## src/rtl/seq_mult_fx_if.sv

```systemverilog
// Handshake and operand/result bundle for the sequential fixed-point multiplier.
interface seq_mult_fx_if #(
  parameter int unsigned WIDTH = 18
);
  logic                 start;
  logic [WIDTH-1:0]     dataa;
  logic [WIDTH-1:0]     datab;
  logic                 busy;
  logic                 done;
  logic [2*WIDTH-1:0]   result;
  logic [WIDTH-1:0]     result_fx;
  logic                 sat;

  modport master (
    output start, dataa, datab,
    input  busy, done, result, result_fx, sat
  );

  modport slave (
    input  start, dataa, datab,
    output busy, done, result, result_fx, sat
  );
endinterface

```

## src/rtl/seq_mult_fx.sv

```systemverilog
// Radix-2 shift-add multiplier: one partial product per clock, full product plus
// a rescaled, saturated W-bit result for feeding a chaos-map iteration.
module seq_mult_fx #(
  parameter int unsigned WIDTH  = 18,
  parameter bit          SIGNED = 1'b1,
  parameter int unsigned FRAC   = 0
) (
  input logic          CLK,
  input logic          RST,
  seq_mult_fx_if.slave io_bus
);
  localparam int unsigned CW = $clog2(WIDTH);

  typedef enum logic [1:0] {StIdle, StCalc, StFin} state_e;

  state_e               r_state, w_state_next;
  logic [WIDTH-1:0]     r_ma, r_mb;
  logic                 r_neg;
  logic [2*WIDTH-1:0]   r_acc;
  logic [CW-1:0]        r_count;
  logic                 r_done;
  logic [2*WIDTH-1:0]   r_result;
  logic [WIDTH-1:0]     r_result_fx;
  logic                 r_sat;

  logic [WIDTH-1:0]     w_abs_a, w_abs_b;
  logic                 w_neg_in;
  logic [2*WIDTH-1:0]   w_pp, w_prod, w_shift;
  logic [WIDTH-1:0]     w_fx;
  logic                 w_sat;

  // Magnitudes stay W-bit unsigned, so |-2^(W-1)| still fits.
  always_comb begin
    w_abs_a  = io_bus.dataa;
    w_abs_b  = io_bus.datab;
    w_neg_in = 1'b0;
    if (SIGNED) begin
      if (io_bus.dataa[WIDTH-1]) w_abs_a = -io_bus.dataa;
      if (io_bus.datab[WIDTH-1]) w_abs_b = -io_bus.datab;
      w_neg_in = io_bus.dataa[WIDTH-1] ^ io_bus.datab[WIDTH-1];
    end
  end

  assign w_pp   = r_mb[r_count] ? ({{WIDTH{1'b0}}, r_ma} << r_count) : '0;
  assign w_prod = r_neg ? -r_acc : r_acc;

  always_comb begin
    w_fx  = '0;
    w_sat = 1'b0;
    if (SIGNED) begin
      w_shift = $signed(w_prod) >>> FRAC;
      // In range only when every bit from the W-bit sign bit upward agrees.
      if (!(&w_shift[2*WIDTH-1:WIDTH-1]) && (|w_shift[2*WIDTH-1:WIDTH-1])) begin
        w_sat = 1'b1;
        w_fx  = w_shift[2*WIDTH-1] ? {1'b1, {(WIDTH-1){1'b0}}} : {1'b0, {(WIDTH-1){1'b1}}};
      end else begin
        w_fx = w_shift[WIDTH-1:0];
      end
    end else begin
      w_shift = w_prod >> FRAC;
      if (|w_shift[2*WIDTH-1:WIDTH]) begin
        w_sat = 1'b1;
        w_fx  = '1;
      end else begin
        w_fx = w_shift[WIDTH-1:0];
      end
    end
  end

  always_comb begin
    w_state_next = r_state;
    unique case (r_state)
      StIdle:  if (io_bus.start) w_state_next = StCalc;
      StCalc:  if (r_count == CW'(WIDTH - 1)) w_state_next = StFin;
      StFin:   w_state_next = StIdle;
      default: w_state_next = StIdle;
    endcase
  end

  always_ff @(posedge CLK or posedge RST) begin
    if (RST) r_state <= StIdle;
    else     r_state <= w_state_next;
  end

  always_ff @(posedge CLK or posedge RST) begin
    if (RST) begin
      r_ma        <= '0;
      r_mb        <= '0;
      r_neg       <= 1'b0;
      r_acc       <= '0;
      r_count     <= '0;
      r_done      <= 1'b0;
      r_result    <= '0;
      r_result_fx <= '0;
      r_sat       <= 1'b0;
    end else begin
      r_done <= 1'b0;
      unique case (r_state)
        StIdle: begin
          if (io_bus.start) begin
            r_ma    <= w_abs_a;
            r_mb    <= w_abs_b;
            r_neg   <= w_neg_in;
            r_acc   <= '0;
            r_count <= '0;
          end
        end
        StCalc: begin
          r_acc   <= r_acc + w_pp;
          r_count <= r_count + CW'(1);
        end
        StFin: begin
          r_result    <= w_prod;
          r_result_fx <= w_fx;
          r_sat       <= w_sat;
          r_done      <= 1'b1;
        end
        default: ;
      endcase
    end
  end

  assign io_bus.busy      = (r_state != StIdle);
  assign io_bus.done      = r_done;
  assign io_bus.result    = r_result;
  assign io_bus.result_fx = r_result_fx;
  assign io_bus.sat       = r_sat;
endmodule

```

## src/flat_wrapper.sv

```systemverilog
// flat-port wrapper written by rule: the top's interface ports become plain ports
module seq_mult_fx_flat 
#(
  parameter int unsigned WIDTH  = 18,
  parameter bit          SIGNED = 1'b1,
  parameter int unsigned FRAC   = 0
)
  (CLK, RST, io_bus_start, io_bus_dataa, io_bus_datab, io_bus_busy, io_bus_done, io_bus_result, io_bus_result_fx, io_bus_sat);
  seq_mult_fx_if #(.WIDTH(WIDTH)) io_bus_i ();
  input logic CLK;
  input logic RST;
  input wire logic [$bits(io_bus_i.start)-1:0] io_bus_start;
  input wire logic [$bits(io_bus_i.dataa)-1:0] io_bus_dataa;
  input wire logic [$bits(io_bus_i.datab)-1:0] io_bus_datab;
  output wire logic [$bits(io_bus_i.busy)-1:0] io_bus_busy;
  output wire logic [$bits(io_bus_i.done)-1:0] io_bus_done;
  output wire logic [$bits(io_bus_i.result)-1:0] io_bus_result;
  output wire logic [$bits(io_bus_i.result_fx)-1:0] io_bus_result_fx;
  output wire logic [$bits(io_bus_i.sat)-1:0] io_bus_sat;
  assign io_bus_i.start = io_bus_start;
  assign io_bus_i.dataa = io_bus_dataa;
  assign io_bus_i.datab = io_bus_datab;
  assign io_bus_busy = io_bus_i.busy;
  assign io_bus_done = io_bus_i.done;
  assign io_bus_result = io_bus_i.result;
  assign io_bus_result_fx = io_bus_i.result_fx;
  assign io_bus_sat = io_bus_i.sat;
  seq_mult_fx #(.WIDTH(WIDTH), .SIGNED(SIGNED), .FRAC(FRAC)) u_core (.CLK(CLK), .RST(RST), .io_bus(io_bus_i));
endmodule
```

## config.mk

```make
export PLATFORM = sky130hd
export DESIGN_NAME = seq_mult_fx_flat
export DESIGN_NICKNAME = d
export VERILOG_FILES = /design/src/rtl/seq_mult_fx_if.sv /design/src/rtl/seq_mult_fx.sv /design/src/flat_wrapper.sv
export SDC_FILE = /design/constraint.sdc
export NUM_CORES = 1
export LEC_CHECK = 0
export CORE_MARGIN = 4
export CORE_UTILIZATION = 45
export CTS_BUF_LIST = sky130_fd_sc_hd__clkbuf_8
export DETAILED_ROUTE_END_ITERATION = 6
export PLACE_DENSITY = 0.65
export RECOVER_POWER = 50
export SLEW_MARGIN = 25
export SYNTH_ARGS = -nofsm -noshare
export SYNTH_HDL_FRONTEND = slang
export SYNTH_SLANG_ARGS = --single-unit
```

## constraint.sdc

```tcl
create_clock -name CLK -period 7.5 [get_ports CLK]
set_clock_uncertainty 0.1 [all_clocks]
set_input_delay 0.75 -clock CLK [delete_from_list [all_inputs] [get_ports CLK]]
set_output_delay 0.75 -clock CLK [all_outputs]
set_load 0.005 [all_outputs]
```

Word-level counts from Yosys, hierarchy flattened
Index checks and enable logic that the tools add are counted.
{"block": "word_totals", "wordCells": 50, "output_inout_bits": 57, "reg_bits": 136, "input_bits": 39}
{"block": "classes", "eq_ne": 5, "bitwise": 1, "n_reduce_logical": 10, "shifts": 1, "muxes": 17, "order_cmp": 1, "addsub": 5}
{"cell": "2-to-1 mux 36 bit", "n": 3}
{"cell": "2-to-1 mux 18 bit", "n": 4}
{"cell": "case mux 36 bit (2 select lines)", "n": 1}
{"cell": "adder 36 bit", "n": 1}
{"cell": "negator 18 bit", "n": 2}
{"cell": "negator 36 bit", "n": 1}
{"cell": "left shift 18 x 5 -> 36 bit", "n": 1}
{"cell": "AND reduction 19 bit", "n": 1}
{"cell": "OR reduction 19 bit", "n": 1}
{"cell": "case mux 5 bit (2 select lines)", "n": 1}
{"cell": "< comparator 5 x 6 -> 1 bit (second input constant)", "n": 1}
{"cell": "AND reduction 2 bit", "n": 3}
{"cell": "adder 5 x 1 -> 5 bit (second input constant)", "n": 1}
{"cell": "binary-select mux 1 bit (select 5 bit)", "n": 1}
{"cell": "== test 5 bit (second input constant)", "n": 1}
{"cell": "2-to-1 mux 5 bit", "n": 1}
{"cell": "2-to-1 mux 2 bit", "n": 2}
{"cell": "case mux 2 bit (2 select lines)", "n": 1}
{"cell": "nonzero test 2 bit", "n": 2}
{"cell": "2-to-1 mux 1 bit", "n": 3}
{"cell": "== test 2 x 1 -> 1 bit (second input constant)", "n": 1}
{"cell": "== test 2 bit (second input constant)", "n": 1}
{"cell": "zero test 2 bit", "n": 1}
{"cell": "!= test 2 x 1 -> 1 bit (second input constant)", "n": 1}
{"cell": "4 further kinds", "n": 4}

Logic depth before layout (Yosys ltp)
Gate-level depths: netlist (run 1).
{"block": "logic_depth", "ltp_word": 6, "ltp_mapped": 20, "mapped_depth_nobuf": 19}

Worst setup path before layout (run 1)
Ideal clock, no wire load.
{"block": "synth_timing", "path_type": "reg-to-reg", "start": "reg u_core.r_count[0]", "end": "reg u_core.r_acc[27]", "setup_slack_ns": 2.161, "synth_period_minus_slack_ns": 5.339, "path_buffers": 3, "required_time_ns": 7.280, "setup_ns": 0.120, "t_arrival_ns": 5.118, "stages_incl_launch_ff": 19, "cell_sequence": "dfrtp_1 -> clkbuf_1 -> mux4_2 -> mux4_2 -> nand2b_1 -> clkbuf_1 -> or2_2 -> clkbuf_1 -> nor3_1 -> ha_1 -> a211o_1 -> a2111oi_0 -> o31ai_1 -> a2111oi_0 -> o21a_1 -> nor3b_1 -> o21a_1 -> or3_1 -> a31o_2"}
{"block": "synth_between", "elab_chain_len": 5, "word_cells_on_any_way": 6, "classes_between": "1 x add/sub; 1 x shift; 4 x mux"}
{"element": "start: declaration", "line": "seq_mult_fx.sv:20", "source": "logic [CW-1:0] r_count;"}
{"element": "start signal: assignment", "line": "seq_mult_fx.sv:110", "source": "r_count <= r_count + CW'(1);"}
{"element": "binary-select mux 1 bit (select 5 bit)", "line": "seq_mult_fx.sv:44", "source": "assign w_pp = r_mb[r_count] ? ({{WIDTH{1'b0}}, r_ma} << r_count) : '0;"}
{"element": "2-to-1 mux 1 bit (implied by the code)", "line": "seq_mult_fx.sv:44"}
{"element": "2-to-1 mux 36 bit (*)", "line": "seq_mult_fx.sv:44"}
{"element": "adder 36 bit (*)", "line": "seq_mult_fx.sv:109", "source": "r_acc <= r_acc + w_pp;"}
{"element": "case mux 36 bit (2 select lines) (*)", "line": "seq_mult_fx.sv:98", "source": "unique case (r_state)"}
{"element": "end signal: assignment", "line": "seq_mult_fx.sv:109"}
{"element": "end: declaration", "line": "seq_mult_fx.sv:19", "source": "logic [2*WIDTH-1:0] r_acc;"}
Every way passes the cells marked *; elsewhere a longest branch is shown, timed or not. The select of a mux whose other input is x is not followed.
A chain may end at the register's enable or synchronous reset.

Final worst setup path (run 1)
Ends and elaborated chain as after synthesis.

==> flow_metrics.tcl, run 1 <==
set metrics [dict create \
    status "complete, but fails checks" \
    violations "capacitance limit, slew limit" \
    min_to "u_core.io_bus.result[23]" \
    cts_sinks 136 \
    cts_resized 0 \
    grt_pass1_vias 8195 \
    synth_largest_area_cell "dfrtp_1" \
    synth-seq-cells 136 \
    clockBufferDepth 2 \
    antenna_cells 0 \
    worstPathArrival_ps 6080 \
    syn_inst 1246 \
    cts_max_level 4 \
    end_kind "register" \
    io_buffers 95 \
    fin_crit_ps 5830 \
    path_cells "mux4_2, mux4_2, nand2b_1, or2_2, nor3_1, ha_1, a211o_1, a2111oi_0, o31ai_1, a2111oi_0, o21a_1, nor3b_1, o21a_1, or3_1, a31o_2" \
    fin_nets 1374 \
    rsz0062_at_grt "no" \
    boundaryPins 96 \
    layout.cells.non_filler 1587 \
    cts-root-buf "clkbuf_8" \
    drv_cap 3 \
    die-area_um2 25000 \
    grt_max_degree 104 \
    rr_startpoint "u_core.r_count[0]" \
    holdPathStages 2 \
    drive_above_1_share 0.0604 \
    route.detailed.drc 0 \
    p_leak_nw 4.93 \
    grt.overflow.total 0 \
    crit_slowest_cell "a2111oi_0" \
    synth_ff_type "dfrtp_1" \
    clkLatencyLatePin_ps 460 \
    met2_length_mm 11.3 \
    die_h_um 158 \
    critPathTopFamily "compound AO/OA/AOI/OAI gates" \
    areaGrowthSynthToFinish_pct 14.6 \
    cts_tree "built" \
    path_max_fanout 13 \
    slew_headroom -1.59 \
    yosysMostFrequentCell "nand2_1" \
    via_per_inst 5.69 \
    ant_nets 0 \
    path_class "reg -> reg" \
    hold_path_class "reg -> reg" \
    place_congestion 0.936 \
    synth-edff-count 0 \
    dp_hpwl_mm 19.0 \
    power_density_nw_per_um2 442 \
    grt_util_all_layers 0.207 \
    min_from "u_core.io_bus.result[23]" \
    period_share 0.777 \
    synthArstFlopShare 1.00 \
    syn_avg_cell_area_um2 8.15 \
    setup_viol 0 \
    post_cts_buffers 0 \
    dr_wl_met3_mm 1.20 \
    max-vdd-ir-drop_v 0.000158 \
    fmax_ghz 0.171 \
    first_pass_iters 7 \
    antenna_found_initial 0 \
    drtIter0Drc 586 \
    worstRegToRegCells 15 \
    start_util 0.461 \
    finalMaxSlewViolations 260 \
    synth_top_area_share 0.335 \
    top_layer "met4" \
    syn_nets 1326 \
    cts_made_buffers 17 \
    die_w_um 158 \
    hold_viol 0 \
    synth_warnings 0 \
    timing.rr.end "u_core.r_acc[27]" \
    cts.clk_slew.worst_paths_ps 90 \
    yosysUniqueCellTypes 75 \
    fin_setup_tns_ps 0 \
    wl_per_cell_um 16.1 \
    num_vias 9026 \
    hold_buffers 0 \
    synth_top_cells_by_count "nand2_1 (215), o21ai_0 (140), dfrtp_1 (136)" \
    syn_area_um2 10200 \
    tightestPinTransition_ps 3890 \
    wirelength_mm 25.6 \
    slowest_delay_ps 690 \
    critical_path_buf_inv_count 0 \
    wirelength_met1_mm 12.4 \
    synth.area.top_cells "dfrtp_1 (34%), nand2_1 (7.9%), o21ai_0 (6.9%)" \
    cp.required_ps 7750 \
    startpoint "u_core.r_count[0]" \
    grt_pass1_wl_mm 42.0 \
    core.rowCount 54 \
    place_inst 1555 \
    reg2reg_slack_ps 1670 \
    start_kind "register" \
    core-area_um2 22000 \
    seq_area_frac_synth 0.335 \
]
tightest hold or removal path: cells and delay by family (launching register included):
| kind | cells | cell delay (ps) |
|---|---|---|
| simple gates | 1 | 40 |
| compound gates | 1 | 50 |
| flops | 1 | 340 |
flip-flops by register name, summed over array words and instances, names as in the netlist:
register	cells
u_core.io_bus.done	1
u_core.io_bus.result	36
u_core.io_bus.result_fx	18
u_core.io_bus.sat	1
u_core.r_acc	36
u_core.r_count	5
u_core.r_ma	18
u_core.r_mb	18
u_core.r_neg	1
u_core.r_state	2
how the worst max path moves through the flow:
stage / to / slack, ps / cells past startpoint
6_report: u_core.r_acc[27] / 1670 / 15
5_1_grt: u_core.r_acc[27] / 1270 / 15
4_1_cts: u_core.r_acc[27] / 1630 / 15
3_5_place_dp: u_core.r_acc[27] / 1640 / 15
3_3_place_gp: u_core.r_acc[27] / 1750 / 15
2_1_floorplan: u_core.r_acc[27] / 2160 / 18
power by group:
| part | internal, mW | leakage [nW] | switching (mW) |
|---|---|---|---|
| Clock | 0.309 | 0.206 | 0.342 |
| Sequential | 1.03 | 1.75 | 0.378 |
| Combinational | 1.32 | 2.98 | 1.76 |
| Total | 2.67 | 4.93 | 2.48 |
kinds of logic (layout without fill, tap and decap cells):
family | Yosys count | after routing | synth area share
xor+xnor | 85 | 85 | 0.0733
simple gates | 476 | 476 | 0.217
flops | 136 | 136 | 0.335
buf+inv | 108 | 169 | 0.0431
compound gates | 336 | 336 | 0.208
fa+ha+maj | 41 | 41 | 0.0513
mux | 64 | 64 | 0.0726
metrics by stage:
stage	utilization	hold slack, ps	setup WS, ps	power [mW]	cell area, µm²
2_1_floorplan	-	338	2160	3.62	10200
3_5_place_dp	0.510	361	1640	4.50	11200
4_1_cts	0.529	383	1630	5.16	11600
5_1_grt	0.528	400	1270	5.63	11600
3_3_place_gp	0.510	358	1750	4.45	11200
6_report	0.528	375	1670	5.15	11600
area by class of cell:
class	count	area [µm²]
Fill cell	2115	10400
Multi-Input combinational cell	1002	6320
Sequential cell	136	3400
Timing Repair Buffer	107	1030
Tap cell	280	350
Clock buffer	17	234
Clock inverter	15	178
Inverter	30	114
layout by cell type (no fill, tap or decap), types with 5 or more instances in the layout:
| cell | instances |
|---|---|
| a22oi_1 | 7 |
| or3_1 | 8 |
| a21o_1 | 12 |
| nor2_1 | 84 |
| o41ai_1 | 10 |
| mux4_2 | 7 |
| nor3_1 | 26 |
| buf_4 | 8 |
| or4_1 | 9 |
| mux2i_1 | 50 |
| mux2_2 | 7 |
| nand2b_1 | 16 |
| clkdlybuf4s50_1 | 88 |
| dlygate4sd3_1 | 7 |
| inv_6 | 5 |
| o31ai_1 | 22 |
| o21ai_1 | 9 |
| a21oi_1 | 55 |
| a211oi_1 | 8 |
| nand3_1 | 40 |
| and3_1 | 10 |
| o21ai_0 | 140 |
| nand4_1 | 12 |
| nand2_1 | 214 |
| nor2b_1 | 16 |
| o21bai_1 | 10 |
| ha_1 | 40 |
| inv_1 | 27 |
| a211o_1 | 5 |
| clkbuf_8 | 17 |
| nor4_1 | 12 |
| o21a_1 | 8 |
| xnor2_1 | 33 |
| dfrtp_1 | 135 |
| xor2_1 | 52 |
| or2_2 | 6 |
per-layer routing:
metal | vias up | track usage
met2 | 250 | 0.327
met3 | 43 | 0.0328
met1 | 4167 | 0.295
li1 | 4566 | -
met5 | - | 0
met4 | 0 | 0.0626
No activity file was read; power rests on OpenSTA's default activity.
==> run 2, diff against run 1 <==
Clock period 7.5 ns to 6 ns, I/O delays scaled along.
==> run 2 against run 1 <==
  * The run still ends with capacitance limit, slew limit left
  * Worst hold slack improved by 1.6 ps
  * Global-route usage rose by 0.28 points
  * Critical path depth unchanged
  * Sequential power increased by 21%
  * Count of clock-buffer cells in the layout rose by 1
  * Combinational power rose by 28%
  * Total power grew 27%
  * Sequential share of layout area fell by 0.19 points
  * Cell area increased by 0.61%
  * Routed wire length increased by 1.6%
  * Cell count up 0.25%
  * Critical path type unchanged
  * Largest cell class unchanged
==> flow_metrics.tcl, run 2 (same netlist as run 1, synthesis figures left out) <==
set metrics [dict create \
    status "complete, but fails checks" \
    violations "capacitance limit, slew limit" \
    die_w_um 158 \
    grt_pass1_vias 8403 \
    first_pass_iters 5 \
    die-area_um2 25000 \
    slowest_delay_ps 700 \
    grt_max_degree 100 \
    end_kind "register" \
    path_class "reg -> reg" \
    fin_nets 1379 \
    layout_commonest_cell "nand2_1" \
    dp_slack_ps 670 \
    cts_max_level 4 \
    boundaryPins 96 \
    cts_sinks 136 \
    whs_ps 377 \
    final.setup.worst_slack_ps 628 \
    grt_util_all_layers 0.210 \
    design_area_um2 11700 \
    core.rowCount 54 \
    path_cells "mux4_2, mux4_2, nand2b_1, or2_2, nor3_1, ha_1, a211o_1, a2111oi_0, o31ai_1, a2111oi_0, o21a_1, nor3b_1, o21a_1, or3_1, a31o_2" \
    slew_headroom -1.49 \
    drv_cap 1 \
    fin_setup_tns_ps 0 \
    num_vias 9070 \
    drtIter0Drc 503 \
    die_h_um 158 \
    io_buffers 95 \
    cts_resized 0 \
    cts-root-buf "clkbuf_8" \
    setup_viol 0 \
    grt_pass1_wl_mm 42.7 \
    rsz0062_at_grt "no" \
    wirelength_mm 26.0 \
    start_util 0.461 \
    layout.cells.non_filler 1591 \
    finalMaxSlewViolations 100 \
    path_max_fanout 8 \
    start_kind "register" \
    hold_viol 0 \
    fin_crit_ps 5370 \
    final_core_util 0.532 \
    grt.overflow.total 0 \
    period_share 0.895 \
    via_per_inst 5.70 \
    final_cell_mix "nand2_1 (214), o21ai_0 (140), dfrtp_1 (136)" \
    placedInstanceArea_um2 11300 \
    place_inst 1560 \
    cts.clk_slew.worst_paths_ps 90 \
    p_leak_nw 5.03 \
    max-vdd-ir-drop_v 0.000234 \
    power_density_nw_per_um2 557 \
    dp_hpwl_mm 19.3 \
    cts_made_buffers 17 \
    cp.required_ps 6260 \
    drive_above_1_share 0.0641 \
    hold_path_class "reg -> reg" \
    fmax_ghz 0.186 \
    hold_buffers 0 \
    place_congestion 0.927 \
    areaGrowthSynthToFinish_pct 15.3 \
    crit_slowest_cell "a2111oi_0" \
    ant_nets 0 \
    route.detailed.drc 0 \
    power.total_mw 6.53 \
    cts_tree "built" \
    clockBufferDepth 2 \
    core-area_um2 22000 \
    wl_per_cell_um 16.3 \
    clkLatencyLatePin_ps 460 \
    antenna_cells 0 \
    tightestPinTransition_ps 3740 \
    worstPathArrival_ps 5630 \
    post_cts_buffers 0 \
    antenna_found_initial 0 \
]
[run 2: cell count changes in the layout (fill, tap and decap cells not counted), sizes merged, moves of 2 or more]
cell / before / now
clkinv: 3 / 5
inv: 37 / 32
buf: 9 / 16
clkdlybuf4s50: 88 / 70
dlygate4sd3: 7 / 25
bufinv: 2 / 4
[run 2: per-layer routing]
metal	vias up	GRT usage	part of all wire
li1	4569	-	-
met1	4220	0.294	0.49
met2	249	0.341	0.45
met3	32	0.0325	0.044
met4	0	0.0556	0.016
met5	-	0	0
[run 2: report_power, final]
part	switching (mW)	leakage (nW)	total, mW	internal [mW]
clock network	0.405	0.218	0.873	0.468
registers	0.417	1.75	1.71	1.29
logic	2.27	3.07	3.94	1.67
[run 2: worst paths after layout]
kind,from,slack [ps],end,cells past startpoint
worst max register to register,u_core.r_count[0],630,u_core.r_acc[27],15
worst min register to register,u_core.io_bus.result[12],380,u_core.io_bus.result[12],2
max in group asynchronous,RST,1540,u_core.r_ma[9],3
min in group asynchronous,RST,1880,u_core.r_state[0],2
worst max-delay path,u_core.r_count[0],630,u_core.r_acc[27],15
worst min-delay path,u_core.io_bus.result[12],380,u_core.io_bus.result[12],2
[run 2: cell type report]
| type | instances | area, µm² |
|---|---|---|
| fillers | 2103 | 10300 |
| multi-input cells | 1002 | 6320 |
| repair buffers | 112 | 1080 |
| inverters | 30 | 113 |
| clock inverters | 13 | 195 |
| clock buffers | 18 | 248 |
| well taps | 280 | 350 |
| flip-flops and latches | 136 | 3400 |
[run 2: worst max-delay path, delay by kind of cell, from the launching register on]
family / cells / cell delay, ps
flip-flops: 1 / 510
AO/OA/AOI/OAI: 7 / 2560
multiplexers: 2 / 1030
AND/OR/NAND/NOR: 5 / 770
adder cells (fa/ha/maj): 1 / 320
